File: src/rtl/dram_rr_arbiter.sv
// dram_rr_arbiter: round-robin arbiter serialising NCORES cores onto one single-port synchronous RAM.
// Rev 1.0
`default_nettype none

module dram_rr_arbiter #(
  parameter int NCORES = 2,
  parameter int AW     = 8,
  parameter int DW     = 8
) (
  input  logic                 clk,
  input  logic                 rst,
  input  logic [NCORES-1:0]    rden,
  input  logic [NCORES-1:0]    wren,
  input  logic [NCORES*AW-1:0] addr,
  input  logic [NCORES*DW-1:0] din,
  input  logic [DW-1:0]        ram_q,
  output logic [NCORES-1:0]    acq,
  output logic [NCORES*DW-1:0] dq,
  output logic [NCORES-1:0]    rvalid,
  output logic [AW-1:0]        ram_addr,
  output logic [DW-1:0]        ram_din,
  output logic                 ram_wren
);

  localparam int            SW = (NCORES > 1) ? $clog2(NCORES) : 1;
  localparam logic [SW:0]   NC = (SW+1)'(NCORES);

  typedef enum logic [1:0] {
    S_IDLE  = 2'd0,
    S_GRANT = 2'd1,
    S_WAIT  = 2'd2
  } state_t;

  state_t                state;
  logic [SW-1:0]         sel;
  logic [SW-1:0]         last;
  logic                  is_wr;
  logic [AW-1:0]         addr_hold;
  logic [DW-1:0]         din_hold;

  logic [AW-1:0]         addr_a [NCORES];
  logic [DW-1:0]         din_a  [NCORES];
  logic [DW-1:0]         dq_a   [NCORES];

  logic [NCORES-1:0]     req;
  logic [2*NCORES-1:0]   req2;
  logic [NCORES-1:0]     rot;
  logic [SW:0]           shamt;
  logic [SW:0]           sum;
  logic [SW-1:0]         off;
  logic [SW-1:0]         pick;
  logic                  any_req;

  generate
    for (genvar i = 0; i < NCORES; i++) begin : g_slot
      assign addr_a[i]           = addr[i*AW +: AW];
      assign din_a[i]            = din[i*DW +: DW];
      assign dq[i*DW +: DW]      = dq_a[i];
    end
  endgenerate

  // A simultaneous read+write from one core is a write.
  assign req     = rden | wren;
  assign any_req = |req;

  // Rotate the doubled request vector so bit 0 is the core after the last winner.
  assign req2  = {req, req};
  assign shamt = {1'b0, last} + (SW+1)'(1);
  assign rot   = NCORES'(req2 >> shamt);

  always_comb begin
    off = '0;
    for (int j = NCORES - 1; j >= 0; j--) begin
      if (rot[j]) off = SW'(j);
    end
  end

  assign sum  = shamt + {1'b0, off};
  assign pick = (sum >= NC) ? SW'(sum - NC) : SW'(sum);

  // RAM port follows the granted core live during GRANT, then holds its last value.
  assign ram_wren = (state == S_GRANT) && is_wr && !rst;
  assign ram_addr = (state == S_GRANT) ? addr_a[sel] : addr_hold;
  assign ram_din  = (state == S_GRANT) ? din_a[sel]  : din_hold;

  always_ff @(posedge clk) begin
    if (rst) begin
      state     <= S_IDLE;
      acq       <= '0;
      rvalid    <= '0;
      sel       <= '0;
      is_wr     <= 1'b0;
      last      <= SW'(NCORES - 1);
      addr_hold <= '0;
      din_hold  <= '0;
      for (int i = 0; i < NCORES; i++) dq_a[i] <= '0;
    end else begin
      rvalid <= '0;
      case (state)
        S_IDLE: begin
          if (any_req) begin
            acq   <= NCORES'(1) << pick;
            sel   <= pick;
            is_wr <= wren[pick];
            last  <= pick;
            state <= S_GRANT;
          end else begin
            acq <= '0;
          end
        end
        S_GRANT: begin
          addr_hold <= addr_a[sel];
          din_hold  <= din_a[sel];
          if (is_wr) begin
            acq   <= '0;
            state <= S_IDLE;
          end else begin
            state <= S_WAIT;
          end
        end
        S_WAIT: begin
          dq_a[sel] <= ram_q;
          rvalid    <= NCORES'(1) << sel;
          acq       <= '0;
          state     <= S_IDLE;
        end
        default: begin
          acq   <= '0;
          state <= S_IDLE;
        end
      endcase
    end
  end

endmodule

`default_nettype wire
File: config.mk
export PLATFORM = sky130hd
export DESIGN_NAME = dram_rr_arbiter
export DESIGN_NICKNAME = d
export VERILOG_FILES = /design/src/rtl/dram_rr_arbiter.sv
export SDC_FILE = /design/constraint.sdc
export NUM_CORES = 1
export LEC_CHECK = 0
export CORE_ASPECT_RATIO = 1.25
export CORE_MARGIN = 5
export CORE_UTILIZATION = 45
export CTS_BUF_LIST = sky130_fd_sc_hd__clkbuf_16
export CTS_CLUSTER_DIAMETER = 50
export DETAILED_ROUTE_END_ITERATION = 8
export PLACE_DENSITY_LB_ADDON = 0.2
export SYNTH_ARGS = -nofsm -noshare
export SYNTH_HDL_FRONTEND = slang
export SYNTH_SLANG_ARGS = --single-unit
export TNS_END_PERCENT = 50
File: constraint.sdc
create_clock -name clk -period 2.65 [get_ports clk]
set_input_delay 0.53 -clock clk [delete_from_list [all_inputs] [get_ports clk]]
set_output_delay 0.53 -clock clk [all_outputs]
set_load 0.02 [all_outputs]
==> impl_metrics.csv, run 1 <==
group,metric,value,unit
setup_path,critical_path_peak_fanout,27,
clocking,numClockSinks,41,
routing,wl_per_cell,13.18,um
setup_path,worstSetupPathType,"reg -> out",
power,seqPwrFrac,36.6,%
power,p_leak,1.098,nW
setup_path,timing.rr.end,"dq_a[1][6]",
synthesis,ys_ff_latch,41,
setup_path,cpPeakStageDelay,0.63,ns
synthesis,syn_inst,163,
routing,wl,4.019,mm
finish,areaGrowthSynthToFinish,56.77,%
floorplanning,die_h,82.52,um
power,power_switching_share,24.54,%
synthesis,ys.warnings.count,0,
sta,setup_tns,0,ns
setup_path,slowest_stage,"clkdlybuf4s50_1",
synthesis,ys_seq_area_share,51.82,%
finish,multiInputGateArea,818.3,um^2
setup_path,worst-path-buf-inv,2,
floorplanning,initial_core_util,46.55,%
place,io_buffers,82,
finish,fin_area,0.002968,mm^2
finish,area.sequential,982.2,um^2
routing,vias,1492,
clocking,clk-insertion-delay-late,0.27,ns
routing,drt.antenna.violating_nets,0,
global_routing,grt_overflow,0,
sta,fmax,401.7,MHz
power,internal-power,1.505,mW
sta,maxSlewViolCount,0,
floorplanning,io_pins,83,
global_routing,grtUsageTotal,15.34,%
setup_path,start_kind,"flip-flop",
synthesis,syn_area,0.001893,mm^2
routing,detail_route.iter0.violations,45,
sta,finalHoldViolCount,0,
finish,drive_gt1_share,15.26,%
synthesis,synth_cell_types,32,
clocking,clockRootBuffer,"clkbuf_16",
run_status,status,"finished clean",
setup_path,arrival,1.96,ns
setup_path,crit_family,"buffers and inverters",
power,clockPowerShare,37.6,%
global_routing,grt_pass1_wl,6.472,mm
floorplanning,die_area,0.005612,mm^2
clocking,htreeDepth,2,
clocking,clk_pin_slew_worst_paths,0.05,ns
power,power_frac_comb,25.9,%
floorplanning,fp.dieW,68.01,um
sta,fin_skew,0.004155,ns
clocking,cts_made_buffers,5,
min_path,min_path_cells,1,
sta,rsz0062_at_grt,"no",
sta,setup_viol,0,
routing,vias_per_cell,4.892,
clocking,cts_buffer_depth,2,
finish,stdcell_count,305,
run,drv_cap,0,
place,placed_cell_area,0.002764,mm^2
sta,relSlewSlack,73.36,%
synthesis,avgSynthCellArea,11.61,um^2
setup_path,crit_chain,"nor2b_4, buf_12, nor2_1, a21oi_1, clkdlybuf4s50_1",
routing,drc,0,
place,dpl.hpwl,3.098,mm
power,p_per_area,672.0,mW/mm^2
routing,first_pass_iters,4,
clocking,cts_tree,"done",
setup_path,rr_worst_depth,4,
setup_path,r2r-start,"sel",
place,gp_congestion,0.8163,
finish,final_common_cell,"clkdlybuf4s50_1",
sta,min_period_over_period,93.95,%
place,dpl.cell_count,296,
setup_path,setup.worst_path.end_class,"output port",
finish,mostFrequentLayoutCells,"clkdlybuf4s50_1, dfxtp_1, nor2_1, a21oi_1",
power,p_total,1.994,mW
global_routing,grt_max_degree,28,
clocking,hold_buffers,0,
min_path,min_to,"state[1]",
finish,post-route-util,72.98,%
sta,worst_pin_slew,0.3963,ns
power,p_switching,489.4,uW
floorplanning,core-area,0.004066,mm^2
finish,fin_nets,294,
setup_path,worstPathRequired,2.12,ns
finish,fill_cells,310,
sta,period_needed,2.490,ns
min_path,worstHoldStart,"is_wr",
setup_path,rrSetupSlack,0.93,ns
global_routing,grt_pass1_vias,1444,
floorplanning,rows,26,
global_routing,antenna_found_initial,0,
finish,n_antenna_cell,0,
synthesis,syn_nets,209,
power,peakVddDrop,0.4898,mV
min_path,hold_path_class,"reg -> reg",
==> worst register-to-register path, cell delays in order, from the launching register on <==
cell	delay (ns)
dfxtp_1	0.34
buf_4	0.29
buf_4	0.19
and4bb_1	0.33
or2_2	0.26
==> power groups by stage <==
stage | Sequential (mW) | Combinational, mW | Clock (mW)
2_1_floorplan | 0.758 | 0.275 | 0
4_1_cts | 0.729 | 0.524 | 0.769
5_1_grt | 0.735 | 0.559 | 0.805
3_3_place_gp | 0.740 | 0.513 | 0
3_5_place_dp | 0.742 | 0.516 | 0
6_report | 0.729 | 0.516 | 0.749
==> through the flow <==
stage	setup slack, ns	hold WS [ns]
finish	0.1604	0.4468
global route	0.04061	0.4675
floorplan	0.6928	0.4227
CTS	0.05025	0.4504
detailed placement	0.2136	0.4412
global placement	0.2194	0.4386
==> kinds of logic (layout without fill, tap and decap cells) <==
group / count (synthesis) / count (layout) / share of synthesized area [%]
AND/OR/NAND/NOR: 52 / 52 / 16.39
flip-flops: 41 / 41 / 51.82
AO/OA/AOI/OAI: 42 / 42 / 18.37
multiplexers: 16 / 16 / 8.460
buffers and inverters: 12 / 98 / 4.957
==> final cells by class <==
cell class,instances,share of cell area (%)
clock inverter,3,2.192
multi-input combinational,110,27.57
timing repair buffer,89,30.44
sequential,41,33.09
clock buffer,5,4.216
inverter,1,0.1265
tap,56,2.361
==> state kept, by name (all words and copies together), names as in the netlist <==
register,cells
addr_hold,8
last,1
acq,2
dq_a,16
state,2
din_hold,8
sel,1
is_wr,1
rvalid,2
==> worst max-delay path by stage <==
stage,start,end,slack [ns],cells after the start
2_1_floorplan,rst,ram_wren,0.69,3
3_3_place_gp,addr[10],ram_addr[2],0.22,4
3_5_place_dp,addr[10],ram_addr[2],0.21,4
4_1_cts,state[0],ram_din[5],0.05,5
5_1_grt,state[0],ram_din[1],0.04,5
6_report,state[0],ram_din[5],0.16,5
==> cell usage after synthesis <==
cell / n / share of area [%]
buf_6: 4 / 2.4
and4bb_1: 1 / 0.66
o21ai_0: 2 / 0.53
a21oi_1: 19 / 5.0
nor2b_4: 1 / 0.73
o21bai_1: 1 / 0.40
nor3_1: 2 / 0.53
mux2i_1: 16 / 8.5
and2_1: 16 / 5.3
or2_0: 1 / 0.33
a211oi_2: 16 / 11
a211o_1: 1 / 0.46
edfxtp_1: 16 / 25
nor2_1: 19 / 3.8
a21bo_2: 1 / 0.53
a221oi_1: 1 / 0.46
or2_2: 2 / 0.66
nand2_1: 2 / 0.40
dfxtp_1: 25 / 26
clkbuf_1: 1 / 0.20
or2b_1: 1 / 0.40
buf_4: 5 / 2.0
nand3_1: 1 / 0.26
nor4b_4: 1 / 1.3
inv_1: 1 / 0.20
nor3b_1: 1 / 0.40
nand2b_1: 1 / 0.33
a211oi_1: 1 / 0.40
buf_1: 1 / 0.20
or2_1: 1 / 0.33
nor4_2: 1 / 0.66
nand3b_1: 1 / 0.40
==> what timing repair did <==
action | in CTS | in global routing
setup buffers | 1 | 0
pin swaps | 0 | 0
endpoints found under the setup margin | 2 | 13
gates resized for setup | 0 | 3
==> routing by layer <==
| layer | GRT usage, % | share of wire, % | vias up |
|---|---|---|---|
| met4 | 4.771 | 1.2 | 0 |
| met1 | 17.50 | 38 | 663 |
| li1 | - | - | 757 |
| met2 | 26.42 | 52 | 68 |
| met5 | 0 | 0 | - |
| met3 | 5.548 | 9.2 | 4 |
No activity file was read; power rests on OpenSTA's default activity.
==> run 2: changes to the inputs <==
--- a/config.mk
+++ b/config.mk
@@ -5,13 +5,14 @@
 export SDC_FILE = /design/constraint.sdc
 export NUM_CORES = 1
 export LEC_CHECK = 0
+export CAP_MARGIN = 10
 export CORE_ASPECT_RATIO = 1.25
 export CORE_MARGIN = 5
 export CORE_UTILIZATION = 45
 export CTS_BUF_LIST = sky130_fd_sc_hd__clkbuf_16
 export CTS_CLUSTER_DIAMETER = 50
 export DETAILED_ROUTE_END_ITERATION = 8
-export PLACE_DENSITY_LB_ADDON = 0.2
+export PLACE_DENSITY = 0.85
 export SYNTH_ARGS = -nofsm -noshare
 export SYNTH_HDL_FRONTEND = slang
 export SYNTH_SLANG_ARGS = --single-unit
==> impl_metrics.csv, run 2 (synthesis results as in run 1) <==
group,metric,value,unit
power,p_per_area,615.8,mW/mm^2
finish,final_common_cell,"clkdlybuf4s50_1",
finish,post-route-util,71.23,%
min_path,hold_path_class,"reg -> reg",
finish,largestRegisters,"dq_a (16), addr_hold (8), din_hold (8)",
routing,wl,3.891,mm
setup_path,worstPathRequired,2.12,ns
global_routing,antenna_found_initial,0,
routing,drt.antenna.violating_nets,0,
clocking,cts_resized,0,
sta,setup_ws,0.1475,ns
routing,detail_route.iter0.violations,59,
setup_path,startpoint,"state[0]",
place,dp_slack,0.2031,ns
sta,period_needed,2.503,ns
place,io_buffers,82,
global_routing,grtUsageTotal,14.69,%
sta,relSlewSlack,69.97,%
clocking,post_cts_buffers,0,
floorplanning,rows,26,
routing,drc,0,
sta,setup_viol,0,
sta,finalHoldViolCount,0,
floorplanning,fp.dieW,68.01,um
floorplanning,initial_core_util,46.55,%
floorplanning,io_pins,83,
clocking,cts_tree,"done",
routing,vias_per_cell,4.930,
finish,fin_nets,291,
routing,wl_per_cell,12.88,um
sta,setup_tns,0,ns
finish,areaGrowthSynthToFinish,53.01,%
place,dpl.hpwl,3.069,mm
clocking,clockRootBuffer,"clkbuf_16",
floorplanning,die_area,0.005612,mm^2
finish,mostFrequentLayoutCells,"clkdlybuf4s50_1, dfxtp_1, nor2_1, a21oi_1",
sta,maxSlewViolCount,0,
global_routing,grt_pass1_vias,1369,
clocking,hold_buffers,0,
routing,first_pass_iters,4,
sta,rsz0062_at_grt,"no",
setup_path,start_kind,"flip-flop",
setup_path,r2r-start,"state[1]",
sta,min_period_over_period,94.43,%
clocking,htreeDepth,2,
run_status,status,"finished clean",
clocking,clk_pin_slew_worst_paths,0.05,ns
sta,worst_pin_slew,0.4486,ns
power,peakVddDrop,0.3425,mV
routing,vias,1489,
power,p_leak,1.086,nW
min_path,worstHoldStart,"is_wr",
run,drv_cap,0,
setup_path,critical_path_peak_fanout,48,
place,gp_congestion,0.7792,
setup_path,worstSetupPathType,"reg -> out",
clocking,numClockSinks,41,
clocking,clk-insertion-delay-late,0.27,ns
floorplanning,core-area,0.004066,mm^2
floorplanning,die_h,82.52,um
setup_path,setup.worst_path.end_class,"output port",
global_routing,grt_pass1_wl,6.092,mm
clocking,cts_buffer_depth,2,
finish,n_antenna_cell,0,
sta,fin_skew,0.002307,ns
global_routing,grt_max_degree,49,
sta,fmax,399.6,MHz
finish,largest_register_ffs,16,
global_routing,grt_overflow,0,
finish,drive_gt1_share,13.01,%
finish,max_flop_register,"dq_a",
clocking,cts_made_buffers,5,
setup_path,arrival,1.97,ns
run 2: cell types whose count changed in the layout (fill, tap and decap cells not counted), sizes merged:
| cell | delta |
|---|---|
| inv | +2 |
| dlymetal6s2s | +2 |
| buf | -3 |
| bufinv | -2 |
| clkdlybuf4s50 | -2 |
run 2: metal layers:
metal  track usage [%]  vias to the layer above  share of wire [%]
met4             5.368                        0                1.3
met5                 0                        -                  0
met2             25.65                       67                 48
li1                  -                      755                  -
met1             15.54                      662                 39
met3             6.225                        5                 11
run 2: through the flow:
step           power, mW  instances  instance area, um^2  hold slack [ns]
5_1_grt            1.877        302                 2897           0.4757
3_3_place_gp       1.247        294                 2749           0.4337
2_1_floorplan      1.033        163                 1893           0.4227
3_5_place_dp       1.255        294                 2749           0.4482
4_1_cts            1.806        302                 2885           0.4555
6_report           1.784        302                 2897           0.4537
run 2: worst max-delay path, cell delays in order, from the launching register on:
cell	delay (ns)
dfxtp_2	0.40
nor2b_4	0.18
buf_12	0.23
nor2_1	0.09
a21oi_1	0.15
clkdlybuf4s50_1	0.64
run 2: where the power goes:
group	total (mW)	switching [mW]	internal, mW
clock	0.548	0.211	0.338
combinational	0.503	0.251	0.253
sequential	0.732	0.0242	0.708
total	1.78	0.485	1.30
run 2: layout make-up:
cell class / instances / area, um^2
Clock buffer: 5 / 125.1
Inverter: 1 / 3.754
Sequential cell: 41 / 982.2
Tap cell: 56 / 70.07
Multi-Input combinational cell: 110 / 818.3
Timing Repair Buffer: 86 / 885.9
Clock inverter: 3 / 11.26
Fill cell: 320 / 1170
run 2: worst paths after layout:
kind	slack, ns	endpoint	cells past startpoint
worst max-delay path	0.15	ram_addr[0]	5
worst min-delay path	0.45	state[1]	1
worst max register to register	1.14	dq_a[0][5]	2
worst min register to register	0.45	state[1]	1
==> run 3: changes to the inputs <==
--- a/config.mk
+++ b/config.mk
@@ -8,11 +8,10 @@
 export CAP_MARGIN = 10
 export CORE_ASPECT_RATIO = 1.25
 export CORE_MARGIN = 5
-export CORE_UTILIZATION = 45
+export CORE_UTILIZATION = 29
 export CTS_BUF_LIST = sky130_fd_sc_hd__clkbuf_16
 export CTS_CLUSTER_DIAMETER = 50
 export DETAILED_ROUTE_END_ITERATION = 8
-export PLACE_DENSITY = 0.85
 export SYNTH_ARGS = -nofsm -noshare
 export SYNTH_HDL_FRONTEND = slang
 export SYNTH_SLANG_ARGS = --single-unit
==> impl_metrics.csv, run 3 (synthesis results as in run 1) <==
group,metric,value,unit
clocking,post_cts_buffers,0,
clocking,clk-insertion-delay-late,0.28,ns
floorplanning,fp.dieW,82.27,um
sta,fin_skew,0.005590,ns
routing,wl_per_cell,13.21,um
clocking,cts_resized,0,
sta,setup_tns,0,ns
power,p_total,1.815,mW
finish,largest_register_ffs,16,
sta,maxSlewViolCount,0,
setup_path,worstPathRequired,2.12,ns
setup_path,setup.worst_path.end_class,"output port",
routing,met2_length,2.071,mm
clocking,cts_made_buffers,5,
routing,wl_met1,1.782,mm
finish,final_common_cell,"clkdlybuf4s50_1",
clocking,hold_buffers,0,
place,dpl.hpwl,3.377,mm
min_path,hold_path_class,"reg -> reg",
floorplanning,die_area,0.008254,mm^2
clocking,cts_tree,"done",
finish,drive_gt1_share,14.46,%
place,io_buffers,82,
sta,setup_viol,0,
floorplanning,initial_core_util,29.39,%
sta,rsz0062_at_grt,"no",
clocking,cts_buffer_depth,2,
routing,drt.antenna.violating_nets,0,
run,drv_cap,0,
power,peakVddDrop,0.2464,mV
routing,highest_layer,"met4",
finish,post-route-util,45.59,%
run_status,status,"finished clean",
floorplanning,io_pins,83,
power,p_leak,1.051,nW
global_routing,antenna_found_initial,0,
routing,drc,0,
floorplanning,rows,33,
sta,period_needed,2.447,ns
finish,largestRegisters,"dq_a (16), addr_hold (8), din_hold (8)",
finish,n_antenna_cell,0,
sta,worst_pin_slew,0.3807,ns
routing,detail_route.iter0.violations,43,
finish,fin_nets,294,
sta,relSlewSlack,74.41,%
global_routing,grt_max_degree,34,
place,gp_congestion,0.7553,
global_routing,grt_overflow,0,
routing,wl,4.438,mm
global_routing,grtUsageTotal,10.82,%
routing,first_pass_iters,4,
global_routing,grt_pass1_wl,6.927,mm
clocking,clk_pin_slew_worst_paths,0.06,ns
setup_path,start_kind,"input port",
clocking,numClockSinks,41,
sta,setup_ws,0.2032,ns
finish,max_flop_register,"dq_a",
place,dp_slack,0.1897,ns
sta,finalHoldViolCount,0,
finish,mostFrequentLayoutCells,"clkdlybuf4s50_1, dfxtp_1, nor2_1, a21oi_1",
clocking,clockRootBuffer,"clkbuf_16",
routing,wl_met3,512,um
routing,vias_per_cell,4.518,
global_routing,grt_pass1_vias,1510,
setup_path,arrival,1.92,ns
setup_path,critical_path_peak_fanout,2,
sta,min_period_over_period,92.33,%
setup_path,worstSetupPathType,"in -> out",
sta,fmax,408.7,MHz
floorplanning,core-area,0.006441,mm^2
floorplanning,die_h,100.3,um
clocking,htreeDepth,2,
finish,areaGrowthSynthToFinish,55.12,%
routing,vias,1518,
power,p_per_area,617.9,mW/mm^2
run 3: cell count changes in the layout (fill, tap and decap cells not counted):
cell | before | now
clkdlybuf4s50_1 | 78 | 82
dlymetal6s2s_1 | 4 | 0
inv_1 | 3 | 2
dfxtp_2 | 1 | 0
clkinv_2 | 0 | 2
clkinv_1 | 1 | 0
dfxtp_1 | 24 | 25
buf_4 | 2 | 6
buf_12 | 2 | 1
run 3: path summary, 6_finish.rpt:
path / slack [ns] / cells after the start / end / startpoint
worst max-delay path: 0.20 / 4 / ram_addr[0] / addr[8]
worst min-delay path: 0.45 / 1 / state[1] / is_wr
worst max register to register: 1.13 / 3 / dq_a[1][4] / sel
worst min register to register: 0.45 / 1 / state[1] / is_wr
run 3: layout make-up:
class / count / area [um^2]
fillers: 640 / 3505
flip-flops and latches: 41 / 980.9
repair buffers: 89 / 885.9
multi-input cells: 110 / 818.3
clock buffers: 5 / 125.1
well taps: 87 / 108.9
clock inverters: 3 / 13.76
inverters: 1 / 3.754
run 3: where the power goes:
group	internal (mW)	leakage, nW	switching [mW]
sequential	0.707	0.372	0.0189
clock	0.342	0.0748	0.231
combinational	0.257	0.604	0.259
run 3: per-layer routing:
| metal | GRT usage, % | up-vias |
|---|---|---|
| li1 | - | 755 |
| met1 | 12.42 | 684 |
| met2 | 17.84 | 72 |
| met3 | 3.860 | 7 |
| met4 | 4.604 | 0 |
| met5 | 0 | - |
run 3: critical path, cell delays in order:
cell             delay, ns
clkdlybuf4s50_1       0.45
mux2i_1               0.10
a21oi_1               0.20
clkdlybuf4s50_1       0.63
run 3: through the flow:
step | instance area, um^2 | cells | hold slack, ns
floorplan | 1893 | 163 | 0.4227
global placement | 2798 | 328 | 0.4301
detailed placement | 2798 | 328 | 0.4447
CTS | 2937 | 336 | 0.4523
global route | 2937 | 336 | 0.4799
finish | 2937 | 336 | 0.4504
